$ cat src/rtl/dmem_port_arbiter.sv
// rtl/dmem_port_arbiter.sv - data-memory port arbiter between pipeline and DMA with starvation-forced bursts
module dmem_port_arbiter #(
    parameter int ADDR_W     = 30,
    parameter int STARVE_MAX = 4,
    parameter int BURST_MAX  = 4
) (
    input  logic              clk,
    input  logic              rst_n,
    input  logic              pipe_en_i,
    input  logic [3:0]        pipe_we_i,
    input  logic [ADDR_W-1:0] pipe_addr_i,
    input  logic [31:0]       pipe_wdata_i,
    output logic              pipe_stall_o,
    output logic [31:0]       pipe_rdata_o,
    output logic              pipe_rvalid_o,
    input  logic              dma_req_i,
    input  logic [3:0]        dma_we_i,
    input  logic [ADDR_W-1:0] dma_addr_i,
    input  logic [31:0]       dma_wdata_i,
    output logic              dma_gnt_o,
    output logic [31:0]       dma_rdata_o,
    output logic              dma_rvalid_o,
    output logic              mem_en_o,
    output logic [3:0]        mem_we_o,
    output logic [ADDR_W-1:0] mem_addr_o,
    output logic [31:0]       mem_wdata_o,
    input  logic [31:0]       mem_rdata_i
);

    localparam int SW = $clog2(STARVE_MAX) + 1;
    localparam int BW = $clog2(BURST_MAX) + 1;

    localparam logic [SW-1:0] STARVE_LAST = SW'(STARVE_MAX - 1);
    localparam logic [SW-1:0] STARVE_SAT  = SW'(STARVE_MAX);
    localparam logic [BW-1:0] BURST_LAST  = BW'(BURST_MAX - 1);

    localparam logic       ST_PIPE_PRI  = 1'b0;
    localparam logic       ST_DMA_FORCE = 1'b1;

    localparam logic [1:0] OWN_NONE = 2'd0;
    localparam logic [1:0] OWN_PIPE = 2'd1;
    localparam logic [1:0] OWN_DMA  = 2'd2;

    logic          state;
    logic [SW-1:0] starve_cnt;
    logic [BW-1:0] burst_cnt;
    logic [1:0]    rd_owner;
    logic          pipe_gnt;
    logic          dma_gnt;

    // Grant decision and SRAM port mux; DMA only displaces an active pipeline access when forced.
    always_comb begin
        dma_gnt     = dma_req_i & ((state == ST_DMA_FORCE) | ~pipe_en_i);
        pipe_gnt    = pipe_en_i & ~dma_gnt;
        mem_en_o    = 1'b0;
        mem_we_o    = 4'h0;
        mem_addr_o  = '0;
        mem_wdata_o = 32'h0;
        if (dma_gnt) begin
            mem_en_o    = 1'b1;
            mem_we_o    = dma_we_i;
            mem_addr_o  = dma_addr_i;
            mem_wdata_o = dma_wdata_i;
        end else if (pipe_gnt) begin
            mem_en_o    = 1'b1;
            mem_we_o    = pipe_we_i;
            mem_addr_o  = pipe_addr_i;
            mem_wdata_o = pipe_wdata_i;
        end
    end

    assign dma_gnt_o     = dma_gnt;
    assign pipe_stall_o  = pipe_en_i & ~pipe_gnt;
    assign pipe_rdata_o  = mem_rdata_i;
    assign dma_rdata_o   = mem_rdata_i;
    assign pipe_rvalid_o = (rd_owner == OWN_PIPE);
    assign dma_rvalid_o  = (rd_owner == OWN_DMA);

    // Track which requester issued the read whose data the SRAM returns next cycle.
    always_ff @(posedge clk) begin
        if (!rst_n) begin
            rd_owner <= OWN_NONE;
        end else if (dma_gnt && dma_we_i == 4'h0) begin
            rd_owner <= OWN_DMA;
        end else if (pipe_gnt && pipe_we_i == 4'h0) begin
            rd_owner <= OWN_PIPE;
        end else begin
            rd_owner <= OWN_NONE;
        end
    end

    // Starvation counting in priority mode and burst limiting in forced mode.
    always_ff @(posedge clk) begin
        if (!rst_n) begin
            state      <= ST_PIPE_PRI;
            starve_cnt <= '0;
            burst_cnt  <= '0;
        end else if (state == ST_PIPE_PRI) begin
            if (dma_req_i && !dma_gnt) begin
                if (starve_cnt == STARVE_LAST) begin
                    state      <= ST_DMA_FORCE;
                    starve_cnt <= '0;
                    burst_cnt  <= '0;
                end else if (starve_cnt != STARVE_SAT) begin
                    starve_cnt <= starve_cnt + 1'b1;
                end
            end else begin
                starve_cnt <= '0;
            end
        end else begin
            if (!dma_req_i || burst_cnt == BURST_LAST) begin
                state      <= ST_PIPE_PRI;
                starve_cnt <= '0;
                burst_cnt  <= '0;
            end else begin
                burst_cnt <= burst_cnt + 1'b1;
            end
        end
    end

endmodule

$ cat config.mk
export PLATFORM = sky130hd
export DESIGN_NAME = dmem_port_arbiter
export DESIGN_NICKNAME = d
export VERILOG_FILES = /design/src/rtl/dmem_port_arbiter.sv
export SDC_FILE = /design/constraint.sdc
export NUM_CORES = 1
export LEC_CHECK = 0
export CELL_PAD_IN_SITES_DETAIL_PLACEMENT = 0
export CELL_PAD_IN_SITES_GLOBAL_PLACEMENT = 2
export CORE_MARGIN = 2
export CORE_UTILIZATION = 10
export DETAILED_ROUTE_END_ITERATION = 6
export GPL_TIMING_DRIVEN = 0
export HOLD_SLACK_MARGIN = 0.02
export PLACE_DENSITY_LB_ADDON = 0.1
export SYNTH_ARGS = -nofsm -noshare
export SYNTH_HDL_FRONTEND = slang
export SYNTH_SLANG_ARGS = --single-unit
$ cat constraint.sdc
create_clock -name clk -period 1.7 [get_ports clk]
set_input_delay 0.34 -clock clk [delete_from_list [all_inputs] [get_ports clk]]
set_output_delay 0.34 -clock clk [all_outputs]
set_load 0.01 [all_outputs]
==> flow_summary.html, run 1 <==
<table>
<tr><th>Metric</th><th>Value</th></tr>
<tr><th colspan="2">Drt</th></tr>
<tr><td>Met1 wire length</td><td>~4000 um</td></tr>
<tr><td>DR top layer</td><td>met4</td></tr>
<tr><td>Met3 routed WL</td><td>942 um</td></tr>
<tr><td>Antenna viol nets, final</td><td>0</td></tr>
<tr><td>First-pass DRT Iterations</td><td>4</td></tr>
<tr><td>Vias post-DR</td><td>approximately 2600</td></tr>
<tr><td>Routed WL</td><td>about 11000 um</td></tr>
<tr><td>Residual DRC count</td><td>0</td></tr>
<tr><td>Routed len/inst</td><td>roughly 15 um</td></tr>
<tr><td>Vias/cell</td><td>3.70</td></tr>
<tr><td>Routed met2 length</td><td>roughly 5900 um</td></tr>
<tr><td>First-iteration detailed-routing DRC count</td><td>29</td></tr>
<tr><th colspan="2">Floorplanning</th></tr>
<tr><td>Die extent in x</td><td>132 um</td></tr>
<tr><td>DIE HEIGHT</td><td>approximately 130 um</td></tr>
<tr><td>Core Footprint</td><td>around 16000 um^2</td></tr>
<tr><td>I/O Pins</td><td>slightly above 300</td></tr>
<tr><td>Row Count</td><td>46</td></tr>
<tr><td>Starting density of the core</td><td>0.103</td></tr>
<tr><td>Die area</td><td>17400 um^2</td></tr>
<tr><th colspan="2">Synth</th></tr>
<tr><td>Number of nets in the synthesized netlist</td><td>370</td></tr>
<tr><td>Part of the Yosys area used for sequential elements</td><td>0.110</td></tr>
<tr><td>Cells after Synth</td><td>198</td></tr>
<tr><td>Netlist cell types</td><td>26</td></tr>
<tr><td>Yosys warning count</td><td>0</td></tr>
<tr><td>Synth Area per Inst</td><td>8.26 um^2</td></tr>
<tr><td>Flip-flop and latch count after synthesis</td><td>9</td></tr>
<tr><td>Summed instance area of the synthesized netlist</td><td>~1600 um^2</td></tr>
<tr><th colspan="2">Worst setup path</th></tr>
<tr><td>Cell at the slowest stage of the critical path</td><td>sky130_fd_sc_hd__dfxtp_4</td></tr>
<tr><td>Maximum fanout encountered on the critical timing path</td><td>10</td></tr>
<tr><td>Crit Path Class</td><td>reg2out</td></tr>
<tr><td>Worst path cell trace</td><td>nor2b_4 -&gt; nor2b_2 -&gt; buf_6 -&gt; buf_8 -&gt; buf_6 -&gt; a22o_1 -&gt; buf_2</td></tr>
<tr><td>Maximum single-stage delay on the critical path</td><td>360 ps</td></tr>
<tr><td>Largest delay contributor family on the critical path</td><td>buffers and inverters</td></tr>
<tr><td>Critical Path RT</td><td>roughly 1400 ps</td></tr>
<tr><td>Data arrival time at the worst-slack endpoint</td><td>1570 ps</td></tr>
<tr><td>Critical path buffers and inverters</td><td>4</td></tr>
<tr><td>Cell type with the highest occurrence count on the critical path</td><td>sky130_fd_sc_hd__buf_6</td></tr>
<tr><td>Crit start category</td><td>flip-flop</td></tr>
<tr><td>Type of element capturing the critical path</td><td>output pin</td></tr>
<tr><th colspan="2">Clocking</th></tr>
<tr><td>Latest clock arrival within the worst-skew pair</td><td>240 ps</td></tr>
<tr><td>Number of H-tree levels</td><td>1</td></tr>
<tr><td>Clock tree from TritonCTS</td><td>done</td></tr>
<tr><td>Number of sinks driven by the clock tree</td><td>9</td></tr>
<tr><td>Register clock-pin slew on the reported worst setup and hold paths</td><td>40 ps</td></tr>
<tr><td>Cts bufs inserted</td><td>3</td></tr>
<tr><td>Clock Tree Buf Depth</td><td>2</td></tr>
<tr><td>Cell at the root of the clock tree</td><td>sky130_fd_sc_hd__clkbuf_16</td></tr>
<tr><th colspan="2">Place</th></tr>
<tr><td>Port Buf Inserts</td><td>269</td></tr>
<tr><td>GP Congestion</td><td>slightly below 0.8</td></tr>
<tr><td>HPWL after DPL</td><td>~9100 um</td></tr>
<tr><th colspan="2">Job</th></tr>
<tr><td>MaxCap Viol Count</td><td>0</td></tr>
<tr><th colspan="2">STA</th></tr>
<tr><td>Setup_tns</td><td>-8350 ps</td></tr>
<tr><td>Max Clock Skew</td><td>approximately 2.7 ps</td></tr>
<tr><td>Final Slew Violations</td><td>0</td></tr>
<tr><td>Setup repair after global routing missed its margin</td><td>true</td></tr>
<tr><td>Crit share post-route</td><td>1.12</td></tr>
<tr><td>Max Clk Rate</td><td>523 MHz</td></tr>
<tr><td>Final setup violation count</td><td>66</td></tr>
<tr><td>Measured slew at the worst slew-check pin</td><td>around 460 ps</td></tr>
<tr><td>Worst slew margin</td><td>0.690</td></tr>
<tr><td>Time the worst path needs with I/O delays and setup</td><td>1910 ps</td></tr>
<tr><td>Smallest setup slack after layout</td><td>-212 ps</td></tr>
<tr><td>Total count of hold-check failures in the final report</td><td>0</td></tr>
<tr><th colspan="2">Run status</th></tr>
<tr><td>Result of the run</td><td>complete, but fails checks</td></tr>
<tr><td>Violations in the final reports</td><td>negative setup slack</td></tr>
<tr><th colspan="2">Power and ir drop</th></tr>
<tr><td>Ratio of total power to cell area</td><td>between 300 and 400 nW/um^2</td></tr>
<tr><td>Max rail drop VDD</td><td>about 0.21 mV</td></tr>
<tr><td>Leakage power figure</td><td>between 2 and 2.5 nW</td></tr>
<tr><th colspan="2">Global route</th></tr>
<tr><td>Leftover overflow at the end of global routing</td><td>0</td></tr>
<tr><td>Global routing usage summed across all routing layers</td><td>0.118</td></tr>
<tr><td>Initial antenna violation count</td><td>0</td></tr>
<tr><td>Via count of the first global-routing pass</td><td>about 2700</td></tr>
<tr><td>First-pass GRT wire length</td><td>around 16000 um</td></tr>
<tr><td>Largest net degree at the start of global routing</td><td>11</td></tr>
<tr><th colspan="2">Final layout</th></tr>
<tr><td>Share of layout cells above drive strength 1</td><td>0.373</td></tr>
<tr><td>Fillcell total</td><td>around 1700</td></tr>
<tr><td>Layout Utilization</td><td>0.310</td></tr>
<tr><td>Flip-flop and latch area</td><td>~180 um^2</td></tr>
<tr><td>Final layout net count</td><td>between 600 and 700</td></tr>
<tr><td>P&amp;R area growth vs syn</td><td>202%</td></tr>
<tr><td>Multi-input gate area in the final layout</td><td>around 860 um^2</td></tr>
<tr><th colspan="2">Worst hold path</th></tr>
<tr><td>Worst min-delay path class</td><td>in2reg</td></tr>
</table>
==> power by group <==
group          total [mW]  switching [mW]  internal [mW]
clock network       0.419           0.105          0.314
registers           0.213         0.00126          0.212
logic                1.21           0.396          0.814
==> placed cells by master, fill, tap and decap left out, types with 2 or more instances in the layout <==
cell type / instances
sky130_fd_sc_hd__buf_16: 3
sky130_fd_sc_hd__clkdlybuf4s50_1: 198
sky130_fd_sc_hd__buf_8: 12
sky130_fd_sc_hd__dfxtp_1: 8
sky130_fd_sc_hd__nor4_1: 2
sky130_fd_sc_hd__nand3_1: 3
sky130_fd_sc_hd__buf_4: 76
sky130_fd_sc_hd__mux2i_1: 2
sky130_fd_sc_hd__nand2_1: 3
sky130_fd_sc_hd__and3_1: 3
sky130_fd_sc_hd__ha_1: 4
sky130_fd_sc_hd__a22o_1: 67
sky130_fd_sc_hd__buf_2: 51
sky130_fd_sc_hd__a21oi_1: 2
sky130_fd_sc_hd__nor2b_1: 3
sky130_fd_sc_hd__buf_6: 32
sky130_fd_sc_hd__buf_12: 2
sky130_fd_sc_hd__clkbuf_16: 4
sky130_fd_sc_hd__inv_1: 7
==> kinds of logic (layout without fill, tap and decap cells) <==
group / count (synthesis) / in the layout / share of synthesized area
simple gates: 20 / 20 / 0.0780
other cells: 0 / 1 / 0
flops: 9 / 9 / 0.110
mux: 3 / 3 / 0.0191
fa+ha+maj: 4 / 4 / 0.0306
buf+inv: 88 / 388 / 0.371
compound gates: 74 / 74 / 0.391
==> tightest hold or removal path: stages <==
cell,delay (ps)
sky130_fd_sc_hd__buf_2,160
sky130_fd_sc_hd__nand3_1,90
sky130_fd_sc_hd__a21oi_1,40
==> what timing repair did <==
| action | in CTS | in global routing |
|---|---|---|
| hold endpoints to repair | 0 | 0 |
| setup buffers | 21 | 5 |
| hold buffers | 0 | 0 |
| endpoints found under the setup margin | 69 | 67 |
| cloned | 6 | 1 |
| pin swaps | 18 | 10 |
| resized for setup | 355 | 13 |
==> metrics by stage <==
step	hold WS, ps	power [mW]	setup WS [ps]	instances	cell area [um^2]
after floorplan	432	0.627	130	198	1640
after global placement	444	1.39	-1250	683	4600
after detailed placement	452	1.39	-1260	683	4600
after CTS	438	1.87	-265	714	4940
after global routing	461	1.95	-280	714	4930
final	440	1.84	-212	715	4930
==> area by class of cell <==
type | count | share of cell area
Antenna cell | 1 | 0.000507
Timing Repair Buffer | 299 | 0.575
Multi-Input combinational cell | 101 | 0.174
Buffer | 78 | 0.138
Sequential cell | 9 | 0.0373
Clock buffer | 4 | 0.0160
Tap cell | 216 | 0.0548
Inverter | 7 | 0.00532
==> layer usage <==
layer | GRT usage | vias to the layer above
li1 | - | 1277
met1 | 0.127 | 1196
met2 | 0.232 | 169
met3 | 0.0331 | 4
met4 | 0.0151 | 0
met5 | 0 | -
==> cells in the mapped netlist (all sizes together) <==
cell	number	share of area
nand2	3	0.0069
nand3	3	0.0092
o21ai	1	0.0031
buf	78	0.35
o2bb2ai	1	0.0054
a22o	67	0.36
and3	3	0.011
ha	4	0.031
a21oi	2	0.0061
nor4	2	0.0076
a21boi	1	0.0069
mux2i	2	0.012
clkbuf	3	0.0069
nand4	1	0.0038
or2	1	0.0038
a311oi	1	0.0054
mux2	1	0.0069
a32oi	1	0.0054
or4b	1	0.0061
dfxtp	9	0.11
nor2b	5	0.024
nand4b	1	0.0054
inv	7	0.016
==> state kept, by name, indices dropped and copies added, names as in the netlist <==
| register | cells |
|---|---|
| rd_owner | 2 |
| state | 1 |
| starve_cnt | 3 |
| burst_cnt | 3 |
==> worst paths after layout <==
kind | from | end | slack (ps) | cells after the start
setup / recovery | state | mem_wdata_o[17] | -210 | 7
hold / removal | rst_n | starve_cnt[2] | 440 | 3
setup reg to reg | starve_cnt[0] | burst_cnt[0] | 260 | 4
hold reg to reg | burst_cnt[2] | burst_cnt[2] | 460 | 1
Power figures use the tool's default switching activity.
==> run 2, diff against run 1 <==
--- a/config.mk
+++ b/config.mk
@@ -7,7 +7,6 @@
 export LEC_CHECK = 0
 export CELL_PAD_IN_SITES_DETAIL_PLACEMENT = 0
 export CELL_PAD_IN_SITES_GLOBAL_PLACEMENT = 2
-export CORE_MARGIN = 2
 export CORE_UTILIZATION = 10
 export DETAILED_ROUTE_END_ITERATION = 6
 export GPL_TIMING_DRIVEN = 0
==> flow_summary.html, run 2 (synthesis gave the netlist of run 1 again) <==
<table>
<tr><th>Metric</th><th>Value</th></tr>
<tr><th colspan="2">Run status</th></tr>
<tr><td>Result of the run</td><td>complete, but fails checks</td></tr>
<tr><td>Violations in the final reports</td><td>negative setup slack</td></tr>
<tr><th colspan="2">Floorplanning</th></tr>
<tr><td>Row Count</td><td>46 (unchanged)</td></tr>
<tr><td>I/O Pins</td><td>303 (unchanged)</td></tr>
<tr><td>Core Footprint</td><td>15900 um^2 (unchanged)</td></tr>
<tr><td>Die extent in x</td><td>130 um (-1.5%)</td></tr>
<tr><td>DIE HEIGHT</td><td>130 um (-1.5%)</td></tr>
<tr><td>Starting density of the core</td><td>0.103 (unchanged)</td></tr>
<tr><td>Die area</td><td>16900 um^2 (-3.0%)</td></tr>
<tr><th colspan="2">Clocking</th></tr>
<tr><td>Number of sinks driven by the clock tree</td><td>9 (unchanged)</td></tr>
<tr><td>Register clock-pin slew on the reported worst setup and hold paths</td><td>40 ps (about the same)</td></tr>
<tr><td>Clock tree from TritonCTS</td><td>done</td></tr>
<tr><td>Latest clock arrival within the worst-skew pair</td><td>230 ps (about the same)</td></tr>
<tr><td>Cell at the root of the clock tree</td><td>sky130_fd_sc_hd__clkbuf_16</td></tr>
<tr><td>Number of H-tree levels</td><td>1 (unchanged)</td></tr>
<tr><td>Cts bufs inserted</td><td>3 (unchanged)</td></tr>
<tr><td>Hold buffers post-CTS</td><td>0 (unchanged)</td></tr>
<tr><td>Clock Tree Buf Depth</td><td>2 (unchanged)</td></tr>
<tr><th colspan="2">Worst setup path</th></tr>
<tr><td>Maximum fanout encountered on the critical timing path</td><td>6 (-4)</td></tr>
<tr><td>Critical Path RT</td><td>1360 ps (about the same)</td></tr>
<tr><td>Type of element capturing the critical path</td><td>output pin</td></tr>
<tr><td>Reg2reg setup slack</td><td>300 ps (+40 ps)</td></tr>
<tr><td>Worst path cell trace</td><td>nor2b_4 -&gt; nor2b_4 -&gt; buf_8 -&gt; buf_8 -&gt; a22o_1 -&gt; buf_2</td></tr>
<tr><td>Worst Reg-to-Reg Cells</td><td>4 (unchanged)</td></tr>
<tr><td>Critical path buffers and inverters</td><td>3 (-1)</td></tr>
<tr><td>Crit start category</td><td>flip-flop</td></tr>
<tr><td>Destination of the worst register-to-register timing path</td><td>burst_cnt[0]</td></tr>
<tr><td>Crit Path Class</td><td>reg2out</td></tr>
<tr><td>Largest delay contributor family on the critical path</td><td>buffers and inverters</td></tr>
<tr><td>Data arrival time at the worst-slack endpoint</td><td>1510 ps (-60 ps)</td></tr>
<tr><td>Launch point of the worst path</td><td>state</td></tr>
<tr><td>Cell at the slowest stage of the critical path</td><td>sky130_fd_sc_hd__dfxtp_4</td></tr>
<tr><td>Maximum single-stage delay on the critical path</td><td>370 ps (about the same)</td></tr>
<tr><td>Critical register-to-register path startpoint</td><td>starve_cnt[0]</td></tr>
<tr><th colspan="2">Final layout</th></tr>
<tr><td>Final layout net count</td><td>663 (-1.2%)</td></tr>
<tr><td>Diodes inserted</td><td>0 (-1)</td></tr>
<tr><td>Final instance area</td><td>4810 um^2 (-2.6%)</td></tr>
<tr><td>Multi-input gate area in the final layout</td><td>863 um^2 (+0.58%)</td></tr>
<tr><td>Flip-flop and latch area</td><td>184 um^2 (unchanged)</td></tr>
<tr><td>Layout Utilization</td><td>0.301 (-0.00808)</td></tr>
<tr><td>Fillcell total</td><td>1722 (-0.17%)</td></tr>
<tr><td>Regs by FF count</td><td>burst_cnt: 3 flops, starve_cnt: 3 flops, rd_owner: 2 flops</td></tr>
<tr><td>P&amp;R area growth vs syn</td><td>194%</td></tr>
<tr><td>Share of layout cells above drive strength 1</td><td>0.361 (-0.0123)</td></tr>
<tr><td>Commonest cells after routing, fill and taps aside</td><td>198 x sky130_fd_sc_hd__clkdlybuf4s50_1, 77 x sky130_fd_sc_hd__buf_4, 67 x sky130_fd_sc_hd__a22o_1, 53 x sky130_fd_sc_hd__buf_2, 22 x sky130_fd_sc_hd__buf_6</td></tr>
<tr><td>Most common library cell in the layout ignoring fill and taps</td><td>sky130_fd_sc_hd__clkdlybuf4s50_1</td></tr>
<tr><th colspan="2">STA</th></tr>
<tr><td>Max Clock Skew</td><td>1.64 ps (-1.03 ps)</td></tr>
<tr><td>Max Clk Rate</td><td>539 MHz (+3.1%)</td></tr>
<tr><td>Post-Route Hold Slack</td><td>445 ps (+5.20 ps)</td></tr>
<tr><td>Final setup violation count</td><td>59 (-11%)</td></tr>
<tr><td>Setup repair after global routing missed its margin</td><td>true</td></tr>
<tr><td>Worst slew margin</td><td>0.721 (+0.0315)</td></tr>
<tr><td>Total count of hold-check failures in the final report</td><td>0 (unchanged)</td></tr>
<tr><td>Final Slew Violations</td><td>0 (unchanged)</td></tr>
<tr><td>Smallest setup slack after layout</td><td>-155 ps (+56.7 ps)</td></tr>
<tr><td>Measured slew at the worst slew-check pin</td><td>415 ps (-47.0 ps)</td></tr>
<tr><td>Crit share post-route</td><td>1.09 (-0.0333)</td></tr>
<tr><td>Time the worst path needs with I/O delays and setup</td><td>1850 ps (-56.7 ps)</td></tr>
<tr><th colspan="2">Global route</th></tr>
<tr><td>Initial antenna violation count</td><td>0 (unchanged)</td></tr>
<tr><td>Largest net degree at the start of global routing</td><td>11 (unchanged)</td></tr>
<tr><td>First-pass GRT wire length</td><td>14000 um (-14%)</td></tr>
<tr><td>Leftover overflow at the end of global routing</td><td>0 (unchanged)</td></tr>
<tr><td>Via count of the first global-routing pass</td><td>2463 (-8.2%)</td></tr>
<tr><td>Global routing usage summed across all routing layers</td><td>0.109 (-0.00853)</td></tr>
<tr><th colspan="2">Drt</th></tr>
<tr><td>Vias/cell</td><td>3.58 (-3.1%)</td></tr>
<tr><td>Residual DRC count</td><td>0 (unchanged)</td></tr>
<tr><td>Met3 routed WL</td><td>960 um (+1.9%)</td></tr>
<tr><td>Routed met2 length</td><td>5610 um (-5.4%)</td></tr>
<tr><td>Routed WL</td><td>10500 um (-4.4%)</td></tr>
<tr><td>Antenna viol nets, final</td><td>0 (unchanged)</td></tr>
<tr><td>Met1 wire length</td><td>3890 um (-3.1%)</td></tr>
<tr><td>DR top layer</td><td>met4</td></tr>
<tr><td>Routed len/inst</td><td>14.8 um (-3.2%)</td></tr>
<tr><td>First-pass DRT Iterations</td><td>3 (-1)</td></tr>
<tr><td>First-iteration detailed-routing DRC count</td><td>39 (+34%)</td></tr>
<tr><td>Vias post-DR</td><td>2531 (-4.3%)</td></tr>
<tr><th colspan="2">Power and ir drop</th></tr>
<tr><td>Ratio of total power to cell area</td><td>373 nW/um^2 (about the same)</td></tr>
<tr><td>Max rail drop VDD</td><td>0.356 mV (+66%)</td></tr>
<tr><td>Leakage power figure</td><td>2.22 nW (-2.6%)</td></tr>
<tr><td>Total Power</td><td>1.79 mW (-2.7%)</td></tr>
<tr><th colspan="2">Place</th></tr>
<tr><td>GP Congestion</td><td>0.689 (-12%)</td></tr>
<tr><td>Port Buf Inserts</td><td>269 (unchanged)</td></tr>
<tr><td>Placement-stage cell area</td><td>4600 um^2 (unchanged)</td></tr>
<tr><td>HPWL after DPL</td><td>8760 um (-3.3%)</td></tr>
<tr><th colspan="2">Worst hold path</th></tr>
<tr><td>Hold Crit Depth</td><td>3 (unchanged)</td></tr>
<tr><td>Worst min-delay path class</td><td>in2reg</td></tr>
<tr><td>Beginning of the worst hold path</td><td>rst_n</td></tr>
<tr><td>Worst hold endpoint</td><td>starve_cnt[2]</td></tr>
<tr><th colspan="2">Job</th></tr>
<tr><td>MaxCap Viol Count</td><td>0 (unchanged)</td></tr>
</table>
run 2: area by class of cell:
cell class,count,area share
clock buffer,4,0.0164
buffer,79,0.142
sequential,9,0.0383
inverter,7,0.00547
timing repair buffer,290,0.562
multi-input combinational,101,0.180
tap,216,0.0562
run 2: how the worst max path moves through the flow:
stage | endpoint | slack [ps] | cells past startpoint
finish | mem_wdata_o[14] | -150 | 6
global placement | mem_wdata_o[14] | -1240 | 7
CTS | mem_wdata_o[29] | -230 | 8
floorplan | mem_wdata_o[10] | 130 | 5
global route | mem_wdata_o[10] | -250 | 6
detailed placement | mem_wdata_o[14] | -1290 | 7
run 2: metal layers:
| layer | global-route usage | vias up |
|---|---|---|
| li1 | - | 1260 |
| met1 | 0.118 | 1104 |
| met2 | 0.220 | 165 |
| met3 | 0.0279 | 2 |
| met4 | 0.00821 | 0 |
| met5 | 0 | - |
run 2: report_power, final:
| part | internal (mW) | switching (mW) | total [mW] |
|---|---|---|---|
| logic | 0.785 | 0.385 | 1.17 |
| registers | 0.212 | 0.00126 | 0.214 |
| clock network | 0.313 | 0.0969 | 0.410 |
| total | 1.31 | 0.483 | 1.79 |
run 2: metrics by stage:
step	setup WS [ps]	setup TNS (ps)	cells
2_1_floorplan	130	0	198
3_3_place_gp	-1240	-75470	683
3_5_place_dp	-1290	-78560	683
4_1_cts	-234	-10270	707
5_1_grt	-250	-10380	706
6_report	-155	-4230	706
run 2: what timing repair did:
item,CTS,global route
pin swaps,14,37
setup endpoints to repair,69,67
buffers inserted,17,3
gates resized for setup,324,24
gates cloned,4,1
run 2: worst reg2reg max path: cells and delay by family, from the launching register on:
kind / cells / cell delay [ps]
adders and majority gates: 1 / 210
and+or+nand+nor: 1 / 160
AOI/OAI and AO/OA: 1 / 420
DFF: 1 / 320
muxes: 1 / 240
